`src/rtl/bp_cce_mem_traffic_gen.sv`:
```
// ---------------------------------------------------------------------------
// bp_cce_mem_traffic_gen
//
// Stand-alone CCE-side initiator for the CCE<->memory interface. The block
// writes a deterministic pattern to num_ops_p consecutive cache blocks through
// mem_data_cmd and then reads every block back through mem_cmd. It compares
// each returned block against the pattern and reports the result on
// done_o/error_o/err_cnt_o. Only one command is ever outstanding.
//
// Message layouts (packed, MSB first):
//   mem_cmd_o        : {msg_type, addr, lce_id, way_id}
//   mem_data_cmd_o   : {msg_type, addr, lce_id, way_id, data[block]}
//   mem_resp_i       : {msg_type, addr, lce_id, way_id}
//   mem_data_resp_i  : {msg_type, addr, lce_id, way_id, data[block]}
//   msg_type         : 0 = read, 1 = write
//
// Ports:
//   clk_i, reset_n_i                  clock, asynchronous active-low reset
//   start_i                           launches a run when the block is not busy
//   mem_cmd_o/_v_o/_yumi_i            read command channel
//   mem_data_cmd_o/_v_o/_yumi_i       write command + block data channel
//   mem_resp_i/_v_i/_ready_o          write acknowledge channel
//   mem_data_resp_i/_v_i/_ready_o     read data channel
//   busy_o                            run in progress
//   done_o                            run finished (sticky until next start)
//   error_o                           mismatch or timeout seen (sticky)
//   err_cnt_o                         mismatching responses, saturating
// ---------------------------------------------------------------------------
module bp_cce_mem_traffic_gen #(
  parameter int unsigned paddr_width_p        = 22,
  parameter int unsigned num_lce_p            = 1,
  parameter int unsigned lce_assoc_p          = 8,
  parameter int unsigned block_size_in_bits_p = 512,
  parameter int unsigned num_ops_p            = 16,
  parameter int unsigned base_addr_p          = 0,
  parameter int unsigned timeout_p            = 1024,
  localparam int unsigned lce_id_width_lp = (num_lce_p > 1) ? $clog2(num_lce_p) : 1,
  localparam int unsigned way_id_width_lp = (lce_assoc_p > 1) ? $clog2(lce_assoc_p) : 1,
  localparam int unsigned bp_cce_mem_cmd_width =
    1 + paddr_width_p + lce_id_width_lp + way_id_width_lp,
  localparam int unsigned bp_cce_mem_data_cmd_width =
    bp_cce_mem_cmd_width + block_size_in_bits_p,
  localparam int unsigned bp_mem_cce_resp_width      = bp_cce_mem_cmd_width,
  localparam int unsigned bp_mem_cce_data_resp_width = bp_cce_mem_data_cmd_width
) (
  input  logic                                  clk_i,
  input  logic                                  reset_n_i,
  input  logic                                  start_i,

  output logic [bp_cce_mem_cmd_width-1:0]       mem_cmd_o,
  output logic                                  mem_cmd_v_o,
  input  logic                                  mem_cmd_yumi_i,

  output logic [bp_cce_mem_data_cmd_width-1:0]  mem_data_cmd_o,
  output logic                                  mem_data_cmd_v_o,
  input  logic                                  mem_data_cmd_yumi_i,

  input  logic [bp_mem_cce_resp_width-1:0]      mem_resp_i,
  input  logic                                  mem_resp_v_i,
  output logic                                  mem_resp_ready_o,

  input  logic [bp_mem_cce_data_resp_width-1:0] mem_data_resp_i,
  input  logic                                  mem_data_resp_v_i,
  output logic                                  mem_data_resp_ready_o,

  output logic                                  busy_o,
  output logic                                  done_o,
  output logic                                  error_o,
  output logic [15:0]                           err_cnt_o
);

  localparam int unsigned idx_width_lp   = (num_ops_p > 1) ? $clog2(num_ops_p) : 1;
  localparam int unsigned tmr_width_lp   = $clog2(timeout_p + 1);
  localparam int unsigned words_lp       = block_size_in_bits_p / 64;
  localparam int unsigned block_bytes_lp = block_size_in_bits_p / 8;
  localparam int unsigned hdr_width_lp   = bp_cce_mem_cmd_width;

  typedef enum logic [2:0] {
    S_IDLE,
    S_WR_SEND,
    S_WR_WAIT,
    S_RD_SEND,
    S_RD_WAIT,
    S_DONE,
    S_FAIL
  } state_e;

  state_e                    state_q, state_d;
  logic [idx_width_lp-1:0]   idx_q, idx_d;
  logic [tmr_width_lp-1:0]   tmr_q, tmr_d;
  logic                      done_q, done_d;
  logic                      error_q, error_d;
  logic [15:0]               err_cnt_q, err_cnt_d;

  logic [paddr_width_p-1:0]        addr_exp;
  logic [way_id_width_lp-1:0]      way_exp;
  logic [block_size_in_bits_p-1:0] data_exp;
  logic [hdr_width_lp-1:0]         wr_hdr, rd_hdr;
  logic                            last_op;
  logic                            tmr_expired;
  logic                            wr_ack_ok, rd_data_ok;

  // Expected message contents for the current op index.
  assign addr_exp = paddr_width_p'(base_addr_p + 32'(idx_q) * block_bytes_lp);
  assign way_exp  = way_id_width_lp'(32'(idx_q) % lce_assoc_p);

  always_comb begin
    data_exp = '0;
    for (int unsigned w = 0; w < words_lp; w++) begin
      data_exp[w*64 +: 64] = {32'(idx_q), w};
    end
  end

  assign wr_hdr = {1'b1, addr_exp, lce_id_width_lp'(0), way_exp};
  assign rd_hdr = {1'b0, addr_exp, lce_id_width_lp'(0), way_exp};

  assign last_op     = (idx_q == idx_width_lp'(num_ops_p - 1));
  assign tmr_expired = (tmr_q == tmr_width_lp'(timeout_p - 1));
  assign wr_ack_ok   = (mem_resp_i == wr_hdr);
  assign rd_data_ok  = (mem_data_resp_i == {rd_hdr, data_exp});

  // Payloads are zeroed outside their SEND state so that nothing partial is
  // visible while idle, finished or in reset.
  assign mem_data_cmd_o = (state_q == S_WR_SEND) ? {wr_hdr, data_exp} : '0;
  assign mem_cmd_o      = (state_q == S_RD_SEND) ? rd_hdr : '0;

  assign busy_o    = (state_q != S_IDLE) && (state_q != S_DONE) && (state_q != S_FAIL);
  assign done_o    = done_q;
  assign error_o   = error_q;
  assign err_cnt_o = err_cnt_q;

  always_ff @(posedge clk_i or negedge reset_n_i) begin
    if (!reset_n_i) begin
      state_q   <= S_IDLE;
      idx_q     <= '0;
      tmr_q     <= '0;
      done_q    <= 1'b0;
      error_q   <= 1'b0;
      err_cnt_q <= '0;
    end else begin
      state_q   <= state_d;
      idx_q     <= idx_d;
      tmr_q     <= tmr_d;
      done_q    <= done_d;
      error_q   <= error_d;
      err_cnt_q <= err_cnt_d;
    end
  end

  always_comb begin
    state_d               = state_q;
    idx_d                 = idx_q;
    tmr_d                 = tmr_q;
    done_d                = done_q;
    error_d               = error_q;
    err_cnt_d             = err_cnt_q;
    mem_cmd_v_o           = 1'b0;
    mem_data_cmd_v_o      = 1'b0;
    mem_resp_ready_o      = 1'b0;
    mem_data_resp_ready_o = 1'b0;

    case (state_q)
      S_IDLE, S_DONE, S_FAIL: begin
        if (start_i) begin
          state_d   = S_WR_SEND;
          idx_d     = '0;
          done_d    = 1'b0;
          error_d   = 1'b0;
          err_cnt_d = '0;
        end
      end

      S_WR_SEND: begin
        mem_data_cmd_v_o = 1'b1;
        if (mem_data_cmd_yumi_i) begin
          state_d = S_WR_WAIT;
          tmr_d   = '0;
        end
      end

      S_WR_WAIT: begin
        mem_resp_ready_o = 1'b1;
        if (mem_resp_v_i) begin
          if (!wr_ack_ok) begin
            error_d = 1'b1;
            if (err_cnt_q != '1) err_cnt_d = err_cnt_q + 16'd1;
          end
          if (last_op) begin
            state_d = S_RD_SEND;
            idx_d   = '0;
          end else begin
            state_d = S_WR_SEND;
            idx_d   = idx_q + idx_width_lp'(1);
          end
        end else if (tmr_expired) begin
          state_d = S_FAIL;
          done_d  = 1'b1;
          error_d = 1'b1;
        end else begin
          tmr_d = tmr_q + tmr_width_lp'(1);
        end
      end

      S_RD_SEND: begin
        mem_cmd_v_o = 1'b1;
        if (mem_cmd_yumi_i) begin
          state_d = S_RD_WAIT;
          tmr_d   = '0;
        end
      end

      S_RD_WAIT: begin
        mem_data_resp_ready_o = 1'b1;
        if (mem_data_resp_v_i) begin
          if (!rd_data_ok) begin
            error_d = 1'b1;
            if (err_cnt_q != '1) err_cnt_d = err_cnt_q + 16'd1;
          end
          if (last_op) begin
            state_d = S_DONE;
            done_d  = 1'b1;
          end else begin
            state_d = S_RD_SEND;
            idx_d   = idx_q + idx_width_lp'(1);
          end
        end else if (tmr_expired) begin
          state_d = S_FAIL;
          done_d  = 1'b1;
          error_d = 1'b1;
        end else begin
          tmr_d = tmr_q + tmr_width_lp'(1);
        end
      end

      default: begin
        state_d = S_IDLE;
      end
    endcase
  end

endmodule

```
`config.mk`:
```
export PLATFORM = sky130hd
export DESIGN_NAME = bp_cce_mem_traffic_gen
export DESIGN_NICKNAME = d
export VERILOG_FILES = /design/src/rtl/bp_cce_mem_traffic_gen.sv
export SDC_FILE = /design/constraint.sdc
export NUM_CORES = 1
export LEC_CHECK = 0
export ABC_AREA = 0
export CAP_MARGIN = 20
export CORE_AREA = 2 2 451 453
export CTS_CLUSTER_SIZE = 40
export DETAILED_ROUTE_END_ITERATION = 7
export DIE_AREA = 0 0 453 455
export SETUP_SLACK_MARGIN = 0.2
export SLEW_MARGIN = 20
export SYNTH_ARGS = -nofsm -noshare
export SYNTH_HDL_FRONTEND = slang
export SYNTH_SLANG_ARGS = --single-unit
```
`constraint.sdc`:
```
create_clock -name clk_i -period 3.2 [get_ports clk_i]
set_clock_uncertainty 0.15 [all_clocks]
set_input_delay 0.32 -clock clk_i [delete_from_list [all_inputs] [get_ports clk_i]]
set_output_delay 0.32 -clock clk_i [all_outputs]
set_load 0.05 [all_outputs]
```
# Word-level counts from Yosys, hierarchy flattened
# Cells that the tools add are included.
[op_classes]
addsub = 3
eq_ne = 26
muxes = 46
reduce_logical = 13
[op_table]
columns = ["cell", "count"]
rows = [
  ["== test 539 x 526 -> 1 bit", 1],
  ["two-way mux 539 bit", 1],
  ["two-way mux 16 bit", 6],
  ["two-way mux 11 bit", 5],
  ["one-hot mux 16 bit (3 select lines)", 1],
  ["one-hot mux 11 bit (4 select lines)", 1],
  ["== test 27 bit", 1],
  ["two-way mux 3 bit", 7],
  ["two-way mux 4 bit", 5],
  ["inequality test 2 bit, second input constant", 10],
  ["adder 16 x 1 -> 16 bit, second input constant", 1],
  ["inequality test 16 bit, second input constant", 1],
  ["inequality test 3 bit, second input constant", 5],
  ["one-hot mux 3 bit (5 select lines)", 1],
  ["two-way mux 1 bit", 14],
  ["two-way mux 14 bit", 1],
  ["one-hot mux 4 bit (3 select lines)", 1],
  ["adder 11 x 1 -> 11 bit, second input constant", 1],
  ["== test 11 x 10 -> 1 bit, second input constant", 1],
  ["AND reduction 5 bit", 2],
  ["== test 3 bit, second input constant", 3],
  ["AND reduction 4 bit", 2],
  ["== test 3 x 2 -> 1 bit, second input constant", 2],
  ["one-hot mux 1 bit (3 select lines)", 2],
  ["other kinds (11)", 13],
]
[totals]
register_bits = 36
inputBits = 573
out_inout_bits = 589
elab_cells = 94

# Depth between registers and ports, before layout
# Gate-level depths: netlist of run 1.
[depth]
word_depth = 5
mapped_depth = 9
ltp_nobuf = 8

# Worst setup path after synthesis of run 1
# OpenSTA, ideal clock, no wires.
[synth_timing]
path_type = "register to register"
start = "register state_q[1]"
end = "register err_cnt_q[13] (netlist: err_cnt_o[13])"
setup_ns = 0.078
t_arrival_ns = 2.994
t_required_ns = 2.972
slack_ns = -0.022
stages_incl_launch_ff = 9
path_buffers = 1
synth_period_minus_slack_ns = 3.222
path_cell_list = "dfrtp_1 -> inv_1 -> nor3_1 -> nor2_1 -> nor3_1 -> a221o_2 -> buf_2 -> a221oi_1 -> o2bb2ai_1"
[synth_via]
elab_chain_cells = 4
elab_cells_between_ends = 14
cone_classes = "9 x eq/ne; 1 x mux; 4 x reduce/logical"
[synth_lines]
columns = ["element", "line_no", "text"]
rows = [
  ["start: declaration", "88", "state_e state_q, state_d;"],
  ["start signal: assignment", "141", "state_q <= state_d;"],
  ["== test 3 bit or logical NOT 3 bit (tied branches)", "162", "case (state_q)"],
  ["OR reduction 3 bit", "162", ""],
  ["inequality test 2 bit (no line) or nonzero test 3 bit (tied branches)", "n/a", ""],
  ["AND reduction 6 bit (no line)", "n/a", ""],
  ["end signal: assignment", "146", "err_cnt_q <= err_cnt_d;"],
  ["end: declaration", "93", "logic [15:0] err_cnt_q, err_cnt_d;"],
]
# Parallel ways exist; a longest one is shown, timed or not.
# A chain may end at the register's enable or synchronous reset.

# Worst setup path in the final report of run 1
[layout_timing]
start = "input port mem_data_resp_i[47]"
end = "register err_cnt_q[5] (netlist: err_cnt_o[5])"
[layout_via]
elab_chain_cells = 3
[layout_lines]
columns = ["element", "line_no", "text"]
rows = [
  ["start: declaration", "62", "input logic [bp_mem_cce_data_resp_width-1:0] mem_data_resp_i,"],
  ["== test 539 x 526 -> 1 bit", "120", "assign rd_data_ok = (mem_data_resp_i == {rd_hdr, data_exp});"],
  ["inequality test 2 bit (no line)", "n/a", ""],
  ["AND reduction 6 bit (no line)", "n/a", ""],
]
# No other way between the ends.

==> results of run 1 <==
[layout make-up]
| type | count | area share |
|---|---|---|
| antenna | 27 | 0.003775 |
| clock buffer | 5 | 0.006991 |
| clock inverter | 3 | 0.002377 |
| inverter | 21 | 0.004404 |
| multi-input combinational | 928 | 0.2967 |
| sequential | 36 | 0.05047 |
| tap | 2672 | 0.1868 |
| timing repair buffer | 766 | 0.4485 |
[cells by family after synthesis]
| logic type | synth area share |
|---|---|
| buffers and inverters | 0.5464 |
| AOI/OAI and AO/OA | 0.07383 |
| muxes | 0.009209 |
| other | 0.0004678 |
| xor gates and xnor gates | 0.01311 |
| adders and majority gates | 0.005932 |
| and+or+nand+nor | 0.2386 |
| DFF | 0.1124 |
[final timing paths]
check	slack (ps)	cells after the start	to	start
worst max-delay path	50	12	err_cnt_o[5]	mem_data_resp_i[47]
worst min-delay path	340	1	done_o	done_o
worst max register to register	130	13	err_cnt_o[5]	idx_q[0]
worst min register to register	340	1	done_o	done_o
max in group asynchronous	1730	2	err_cnt_o[3]	reset_n_i
min in group asynchronous	390	1	state_q[1]	reset_n_i
[through the flow]
stage / cells / hold slack, ps / total power, mW / TNS, ps / instance area (um2)
floorplan: 1558 / -125.6 / 4.104 / 0 / 9926
global route: 4448 / 380.7 / 6.740 / -3074 / 17870
global placement: 4411 / 315.0 / 5.780 / -31320 / 16920
finish: 4458 / 343.7 / 6.404 / 0 / 17900
CTS: 4425 / 348.5 / 6.417 / -1101 / 17440
detailed placement: 4413 / 335.8 / 5.800 / -21770 / 16950
[flip-flops by register name (all words and copies together) (netlist names)]
register   flops
error_o        1
tmr_q         11
idx_q          4
done_o         1
state_q        3
err_cnt_o     16
[layout by cell type (no fill, tap or decap), types with 5 or more instances in the layout]
cell,synthesis,routed
nor2b_1,5,5
nor4_4,1,14
dfrtp_1,36,34
a221oi_1,6,6
and4_1,5,5
clkdlybuf4s15_2,0,8
buf_4,558,108
nor4_1,133,75
conb_1,1,507
clkbuf_16,0,5
and2_1,13,9
diode_2,0,27
nand3_1,17,16
nor4_2,0,45
a31oi_1,6,6
a211oi_1,11,11
inv_1,21,21
dlygate4sd2_1,0,57
buf_12,0,63
buf_2,5,7
nand2_1,22,22
clkdlybuf4s50_1,0,472
and3_1,8,8
nor3_1,20,19
clkdlybuf4s15_1,0,10
xor2_1,8,8
o2bb2ai_2,0,8
nor2_1,37,37
nand4_1,36,36
a21oi_1,7,7
dlymetal6s2s_1,0,32
[repair_timing]
| item | 4_1_cts | 5_1_grt |
|---|---|---|
| setup endpoints to repair | 38 | 29 |
| hold buffers | 0 | 0 |
| cloned | 1 | 0 |
| pin swaps | 46 | 43 |
| setup buffers | 3 | 6 |
| gates resized for setup | 193 | 87 |
[worst max-delay path: stages]
cell	delay, ps
clkdlybuf4s50_1	560
nor4_4	390
buf_4	160
nand4_1	120
a2111oi_4	400
nand3_2	160
nor4_4	340
buf_12	150
buf_12	120
a211oi_4	100
buf_12	180
o2bb2ai_4	130
[power by group through the flow]
| stage | logic [mW] | clock network [mW] | registers [mW] |
|---|---|---|---|
| 2_1_floorplan | 3.48 | 0 | 0.622 |
| 3_3_place_gp | 5.18 | 0 | 0.595 |
| 3_5_place_dp | 5.20 | 0 | 0.596 |
| 4_1_cts | 5.25 | 0.576 | 0.590 |
| 5_1_grt | 5.54 | 0.603 | 0.601 |
| 6_report | 5.25 | 0.568 | 0.589 |
[metal layers]
layer	wire (um)	share of wire
met1	22370	0.30
met2	39120	0.53
met3	7479	0.10
met4	4708	0.064
met5	182	0.0025
==> results.ini, run 1 <==
[run_status]
status = finished clean

[grt]
use_met3 = 0.02594
grt_antenna_before_repair = 60
grt_use_met1 = 0.05834
grt_max_degree = 20
top_usage_layer = met2
overflow = 0
grt.met2_usage = 0.1255
grt_usage = 0.06551
first_global_vias = 8688
grt_pass1_wl_um = 86560

[sta]
period_share = 0.9849
slew_headroom = 0.3380
hold_viol = 0
fmax_mhz = 317.3
period_minus_slack_ps = 3152
worst_pin_slew_ps = 965.4
setup_slack_ps = 48.45
rsz0062_at_grt = yes
setup_violations = 0
drv_slew = 0

[power]
seqPwrFrac = 0.092
vdd_ir_drop_max_mv = 0.3467
p_clk_frac = 0.089
power_density_nw_per_um2 = 357.8
p_sw_frac = 0.5782
comb_power_share = 0.819
power_leakage_nw = 6.894
internal_power_mw = 2.701
p_switching_mw = 3.703

[logic_synthesis]
yosys-top-cells-count = buf_4, nor4_1, nor2_1
synthCells = 1052
avgSynthCellArea_um2 = 7.620
synth_flop_cell = dfrtp_1
synth_edf_count = 0
yosys.cell_count.top_type = buf_4
yosysSeqAreaShare = 0.1124
synth.area.top_cells = buf_4, dfrtp_1, nor4_1
synth.largest_area_cell = buf_4
yosysWarnings = 0
synthesis.area_um2 = 8016
ys_ff_latch = 36
synth_top_area_share = 0.5226
synth_cell_types = 62
async_flop_share = 1.000

[detailed_routing]
vias_per_cell = 2.032
via_count = 9060
finalWirelength_um = 73860
post-route-drc-count = 0
firstDrtPassIters = 5
wl_per_cell_um = 16.57
ant_nets = 0
drt_iter0_drc = 296

[setup_path]
arrival_ps = 3160
critPathRequiredTime_ps = 3210
critPathLaunchType = input port
crit_fanout = 8
crit_path_end_kind = register
path_class = in -> reg

[floorplanning]
die-area_um2 = 206100
chipHeight_um = 455
die_w_um = 453
ios = 1162
core_area_um2 = 201300
floorplan.rows = 165
start_util = 0.03983

[placement]
dp_hpwl_um = 69210
place_ws_ps = -1323
io_buffers = 654
gp_congestion = 0.9020

[finish]
nets = 2334
utilization = 0.08892
ff_latch_area_um2 = 903.4
drive_above_1_share = 0.1706
syn2layout_area_growth_pct = 123.3
multi_input_area_um2 = 5310
fillers = 23540

[clock_tree]
cts-root-buf = clkbuf_16
cts_sinks = 36
cts_max_path_buffers = 2
clkTransAtPathRegs_ps = 60
cts_inserted_buffers = 5
htree_levels = 2
clkLatencyLatePin_ps = 280
cts_tree = done

[run]
cap_violations = 0

[hold_path]
hold_path_class = reg -> reg

Note: power is estimated with default switching activity, not from simulation.
==> run 2, diff against run 1 <==
--- a/config.mk
+++ b/config.mk
@@ -16,3 +16,4 @@
 export SYNTH_ARGS = -nofsm -noshare
 export SYNTH_HDL_FRONTEND = slang
 export SYNTH_SLANG_ARGS = --single-unit
+export TNS_END_PERCENT = 30
==> run 2 against run 1 <==
  * Worst setup slack better by 18 ps
  * Register-to-register slack worse by 40 ps
  * Cell count grew 0.29%
  * Count of clock-buffer cells in the layout unchanged
  * Combinational power barely moved
  * Die area did not move
  * First-iteration DRC count decreased by 1.7%
  * Largest cell class unchanged
  * Largest power group unchanged
  * Core utilization about the same
==> results.ini, run 2 (synthesis results as in run 1) <==
[run_status]
status = finished clean

[detailed_routing]
drt_iter0_drc = 291
firstDrtPassIters = 4
finalWirelength_um = 73500
via_count = 9086
vias_per_cell = 2.032
wl_per_cell_um = 16.44
ant_nets = 0
post-route-drc-count = 0

[setup_path]
r2r_end = error_o
critPathLaunchType = input port
critPathRequiredTime_ps = 3220
arrival_ps = 3150
max_stage_delay_ps = 490
crit_top_cell = buf_12
rrSetupSlack_ps = 90
reg2reg_depth = 10
crit_path_end_kind = register
path_class = in -> reg
slowest_stage = clkdlybuf4s50_1
cp_cell_sequence = clkdlybuf4s50_1 -> nor4_1 -> nand4_1 -> nor4_2 -> buf_4 -> o2111ai_4 -> buf_6 -> nor4_4 -> buf_12 -> buf_12 -> a2bb2oi_2 -> mux2_4
r2r_start = idx_q[2]
crit_fanout = 4

[clock_tree]
cts_tree = done
htree_levels = 2
cts_max_path_buffers = 2
cts_inserted_buffers = 5
cts_hold_repair.buffers = 0
clkLatencyLatePin_ps = 280
cts_sinks = 36
cts-root-buf = clkbuf_16
clkTransAtPathRegs_ps = 60

[floorplanning]
floorplan.rows = 165
ios = 1162
die_w_um = 453
core_area_um2 = 201300
start_util = 0.03983
die-area_um2 = 206100
chipHeight_um = 455

[placement]
gp_congestion = 0.9395
place_ws_ps = -1453
io_buffers = 654
dp_hpwl_um = 69500

[finish]
nets = 2333
fillers = 23500
largest_reg_flops = 16
multi_input_area_um2 = 5316
final_cell_mix = conb_1, clkdlybuf4s50_1, buf_4
final_common_cell = conb_1
ff_latch_area_um2 = 902.1
syn2layout_area_growth_pct = 122.6
drive_above_1_share = 0.1729

[hold_path]
hold_path_class = in -> async

[sta]
drv_slew = 0
worst_pin_slew_ps = 598.5
setup_slack_ps = 66.88
fmax_mhz = 319.2
setup_violations = 0
slew_headroom = 0.5997
finalSetupTns_ps = 0
period_share = 0.9791
rsz0062_at_grt = yes
hold_viol = 0
period_minus_slack_ps = 3133

[run]
cap_violations = 0

[grt]
grt_usage = 0.06519
grt_pass1_wl_um = 85930
grt_antenna_before_repair = 62
grt_max_degree = 37
first_global_vias = 8563
overflow = 0

[power]
vdd_ir_drop_max_mv = 0.2695
power_density_nw_per_um2 = 353.9
power_leakage_nw = 6.622
design_power_total_mw = 6.317

-- run 2: worst max path at each step --
stage	end	startpoint	cells after the start	slack, ps
global placement	error_o	mem_data_resp_i[186]	11	-1640
global route	error_o	mem_data_resp_i[142]	13	-190
detailed placement	error_o	mem_data_resp_i[189]	11	-1450
CTS	error_o	idx_q[0]	10	-120
floorplan	mem_data_cmd_o[161]	state_q[2]	5	140
finish	error_o	mem_data_resp_i[73]	12	70
-- run 2: power breakdown --
part | switching (mW) | internal (mW) | total, mW
Clock | 0.194 | 0.287 | 0.481
Sequential | 0.0863 | 0.516 | 0.602
Combinational | 3.41 | 1.82 | 5.23
Total | 3.69 | 2.63 | 6.32
-- run 2: timing repair --
action	CTS	global route
gates resized for setup	257	24
setup buffers	3	1
setup endpoints to repair	50	18
pin swaps	68	9
-- run 2: layout make-up --
| type | instances | area share |
|---|---|---|
| Clock inverter | 3 | 0.001052 |
| Sequential cell | 36 | 0.05055 |
| Tap cell | 2672 | 0.1873 |
| Timing Repair Buffer | 765 | 0.4458 |
| Inverter | 21 | 0.004627 |
| Multi-Input combinational cell | 928 | 0.2979 |
| Antenna cell | 41 | 0.005749 |
| Clock buffer | 5 | 0.007011 |
-- run 2: layer usage --
| layer | wire (um) | vias up | GRT usage |
|---|---|---|---|
| met5 | 96 | - | 0 |
| met4 | 3928 | 16 | 0.02682 |
| met2 | 37630 | 674 | 0.1211 |
| li1 | - | 4118 | - |
| met1 | 24610 | 4142 | 0.06505 |
| met3 | 7230 | 136 | 0.02388 |
-- run 2: metrics by stage --
step              util  std cells  cell area (um2)  hold WS [ps]
2_1_floorplan        -       1558             9921        -125.6
4_1_cts        0.08800       4429            17710         346.1
5_1_grt        0.08829       4441            17770         362.3
3_3_place_gp   0.08453       4418            17010         316.5
6_report       0.08867       4471            17850         310.7
3_5_place_dp   0.08453       4418            17010         339.8
-- run 2: critical path, delay by kind of cell --
| family | cells | cell delay (ps) |
|---|---|---|
| and+or+nand+nor | 4 | 1200 |
| AOI/OAI and AO/OA | 2 | 150 |
| buffers and inverters | 5 | 1140 |
| muxes | 1 | 290 |
==> run 3, diff against run 2 <==
--- a/config.mk
+++ b/config.mk
@@ -5,12 +5,16 @@
 export SDC_FILE = /design/constraint.sdc
 export NUM_CORES = 1
 export LEC_CHECK = 0
-export ABC_AREA = 0
+export ABC_AREA = 1
 export CAP_MARGIN = 20
-export CORE_AREA = 2 2 451 453
+export CELL_PAD_IN_SITES_DETAIL_PLACEMENT = 2
+export CELL_PAD_IN_SITES_GLOBAL_PLACEMENT = 2
+export CORE_AREA = 2 2 457 459
 export CTS_CLUSTER_SIZE = 40
 export DETAILED_ROUTE_END_ITERATION = 7
-export DIE_AREA = 0 0 453 455
+export DIE_AREA = 0 0 459 461
+export HOLD_SLACK_MARGIN = 0.02
+export PLACE_DENSITY_LB_ADDON = 0.1
 export SETUP_SLACK_MARGIN = 0.2
 export SLEW_MARGIN = 20
 export SYNTH_ARGS = -nofsm -noshare
==> run 3 against run 2 <==
  * First-iteration DRC count is 34% lower
  * Combinational power is 13% lower
  * Core utilization is 0.43 points lower
  * Largest cell class unchanged
  * Worst setup slack better by 400 ps
  * Cell area is 2.4% lower
==> results.ini, run 3 <==
[logic_synthesis]
yosys.cell_count.top_type = buf_4
synth_cell_types = 40
async_flop_share = 1.000
synthesis.area_um2 = 8989
synth.area.top_cells = buf_4, nor2_1, dfrtp_1
yosys-top-cells-count = buf_4, nor2_1, nand2_1
synth_flop_cell = dfrtp_1
yosysWarnings = 0
synthCells = 1463
avgSynthCellArea_um2 = 6.144
synth_edf_count = 0
synth_top_area_share = 0.4685
yosysSeqAreaShare = 0.1002
synth.largest_area_cell = buf_4
ys_ff_latch = 36

[finish]
final_cell_mix = clkdlybuf4s50_1, conb_1, nor2_1
fillers = 24700
largest_reg_flops = 16
nets = 2673
syn2layout_area_growth_pct = 93.74
ff_latch_area_um2 = 900.9
instances_no_fill = 4811
final_common_cell = clkdlybuf4s50_1
multi_input_area_um2 = 5535
drive_above_1_share = 0.06482

[detailed_routing]
drt_iter0_drc = 191
ant_nets = 0
wl_per_cell_um = 15.00
finalWirelength_um = 72160
post-route-drc-count = 0
vias_per_cell = 2.071
firstDrtPassIters = 4
via_count = 9962

[setup_path]
path_buf_inv = 3
critPathLaunchType = register
path_class = reg -> out
crit_family = buffers and inverters
slowest_stage = clkdlybuf4s50_1
critPathRequiredTime_ps = 2730
crit_fanout = 7
cp_cell_sequence = inv_1 -> nand3_2 -> inv_2 -> clkdlybuf4s50_1
max_stage_delay_ps = 910
crit_path_end_kind = primary output
arrival_ps = 2260

[sta]
setup_violations = 0
setup_slack_ps = 466.5
fmax_mhz = 365.8
finalSetupTns_ps = 0
period_minus_slack_ps = 2734
hold_viol = 0
period_share = 0.8542
rsz0062_at_grt = no
drv_slew = 0
worst_pin_slew_ps = 635.2
slew_headroom = 0.5752

[power]
power_leakage_nw = 6.612
power_density_nw_per_um2 = 324.8
vdd_ir_drop_max_mv = 0.7714

[placement]
dp_hpwl_um = 67910
io_buffers = 654
place_ws_ps = -232.7
gp_congestion = 0.6951
place_inst = 4794

[clock_tree]
cts-root-buf = clkbuf_16
cts_sinks = 36
cts_tree = done
cts_hold_repair.buffers = 0
clkLatencyLatePin_ps = 300
htree_levels = 2
cts_max_path_buffers = 2
clkTransAtPathRegs_ps = 70
cts_inserted_buffers = 5

[floorplanning]
ios = 1162
floorplan.rows = 167
die_w_um = 459
chipHeight_um = 461
core_area_um2 = 206400
start_util = 0.04354
die-area_um2 = 211600

[grt]
grt_max_degree = 37
overflow = 0
first_global_vias = 10930
grt_antenna_before_repair = 29
grt_pass1_wl_um = 93460
grt_usage = 0.06391

[run_status]
status = finished clean

[run]
cap_violations = 0

[hold_path]
hold_path_class = in -> async

## run 3: cell types whose count changed after synthesis, moves of 26 or more
cell     before  now
nand3_1      17   47
nand2_1      22  222
nor2_1       37  363
inv_1        21   50
nor4_1      133    3
xnor2_1       4   30
## run 3: cell type report
class / count / share of cell area
tap: 2704 / 0.1943
clock buffer: 6 / 0.007975
sequential: 36 / 0.05173
clock inverter: 2 / 0.0007903
antenna: 9 / 0.001293
inverter: 56 / 0.01221
timing repair buffer: 690 / 0.4139
multi-input combinational: 1308 / 0.3179
## run 3: kinds of logic (layout without fill, tap and decap cells)
| family | Yosys count | in the layout | share of synthesized area |
|---|---|---|---|
| compound gates | 49 | 49 | 0.03049 |
| xor+xnor | 37 | 37 | 0.03605 |
| fa+ha+maj | 3 | 3 | 0.004176 |
| buf+inv | 625 | 754 | 0.4985 |
| flops | 36 | 36 | 0.1002 |
| other cells | 1 | 516 | 0.0004172 |
| simple gates | 712 | 712 | 0.3302 |
## run 3: per-layer routing
layer  GRT usage  part of all wire  vias to the layer above
li1            -                 -                     4762
met4    0.007945            0.0087                       22
met3     0.01996             0.084                       54
met1     0.05992              0.33                     4488
met5           0            0.0019                        -
met2      0.1347              0.58                      636
## run 3: timing repair
| action | in CTS | in global routing |
|---|---|---|
| endpoints found under the setup margin | 16 | 16 |
| buffers inserted | 0 | 0 |
| resized for setup | 2 | 5 |
## run 3: worst paths after layout
check	cells past startpoint	slack [ps]	startpoint	end
worst max-delay path	4	470	state_q[1]	mem_data_resp_ready_o
worst min-delay path	2	360	reset_n_i	err_cnt_o[10]
worst max register to register	11	590	state_q[1]	err_cnt_o[2]
worst min register to register	2	380	error_o	error_o
max in group asynchronous	2	2120	reset_n_i	tmr_q[2]
min in group clk_i	2	380	error_o	error_o
## run 3: metrics by stage
| step | hold slack (ps) | utilization | instance area [um2] | power, mW |
|---|---|---|---|---|
| 2_1_floorplan | -125.6 | - | 10890 | 4.013 |
| 3_3_place_gp | 356.4 | 0.08338 | 17210 | 5.201 |
| 3_5_place_dp | 364.2 | 0.08338 | 17210 | 5.199 |
| 4_1_cts | 380.5 | 0.08414 | 17370 | 5.808 |
| 5_1_grt | 406.5 | 0.08429 | 17400 | 6.056 |
| 6_report | 362.5 | 0.08435 | 17410 | 5.656 |
## run 3: power breakdown
group / total, mW / leakage (nW) / internal [mW] / switching (mW)
registers: 0.571 / 0.495 / 0.508 / 0.0628
clock network: 0.553 / 0.0773 / 0.313 / 0.240
logic: 4.53 / 6.04 / 1.36 / 3.18
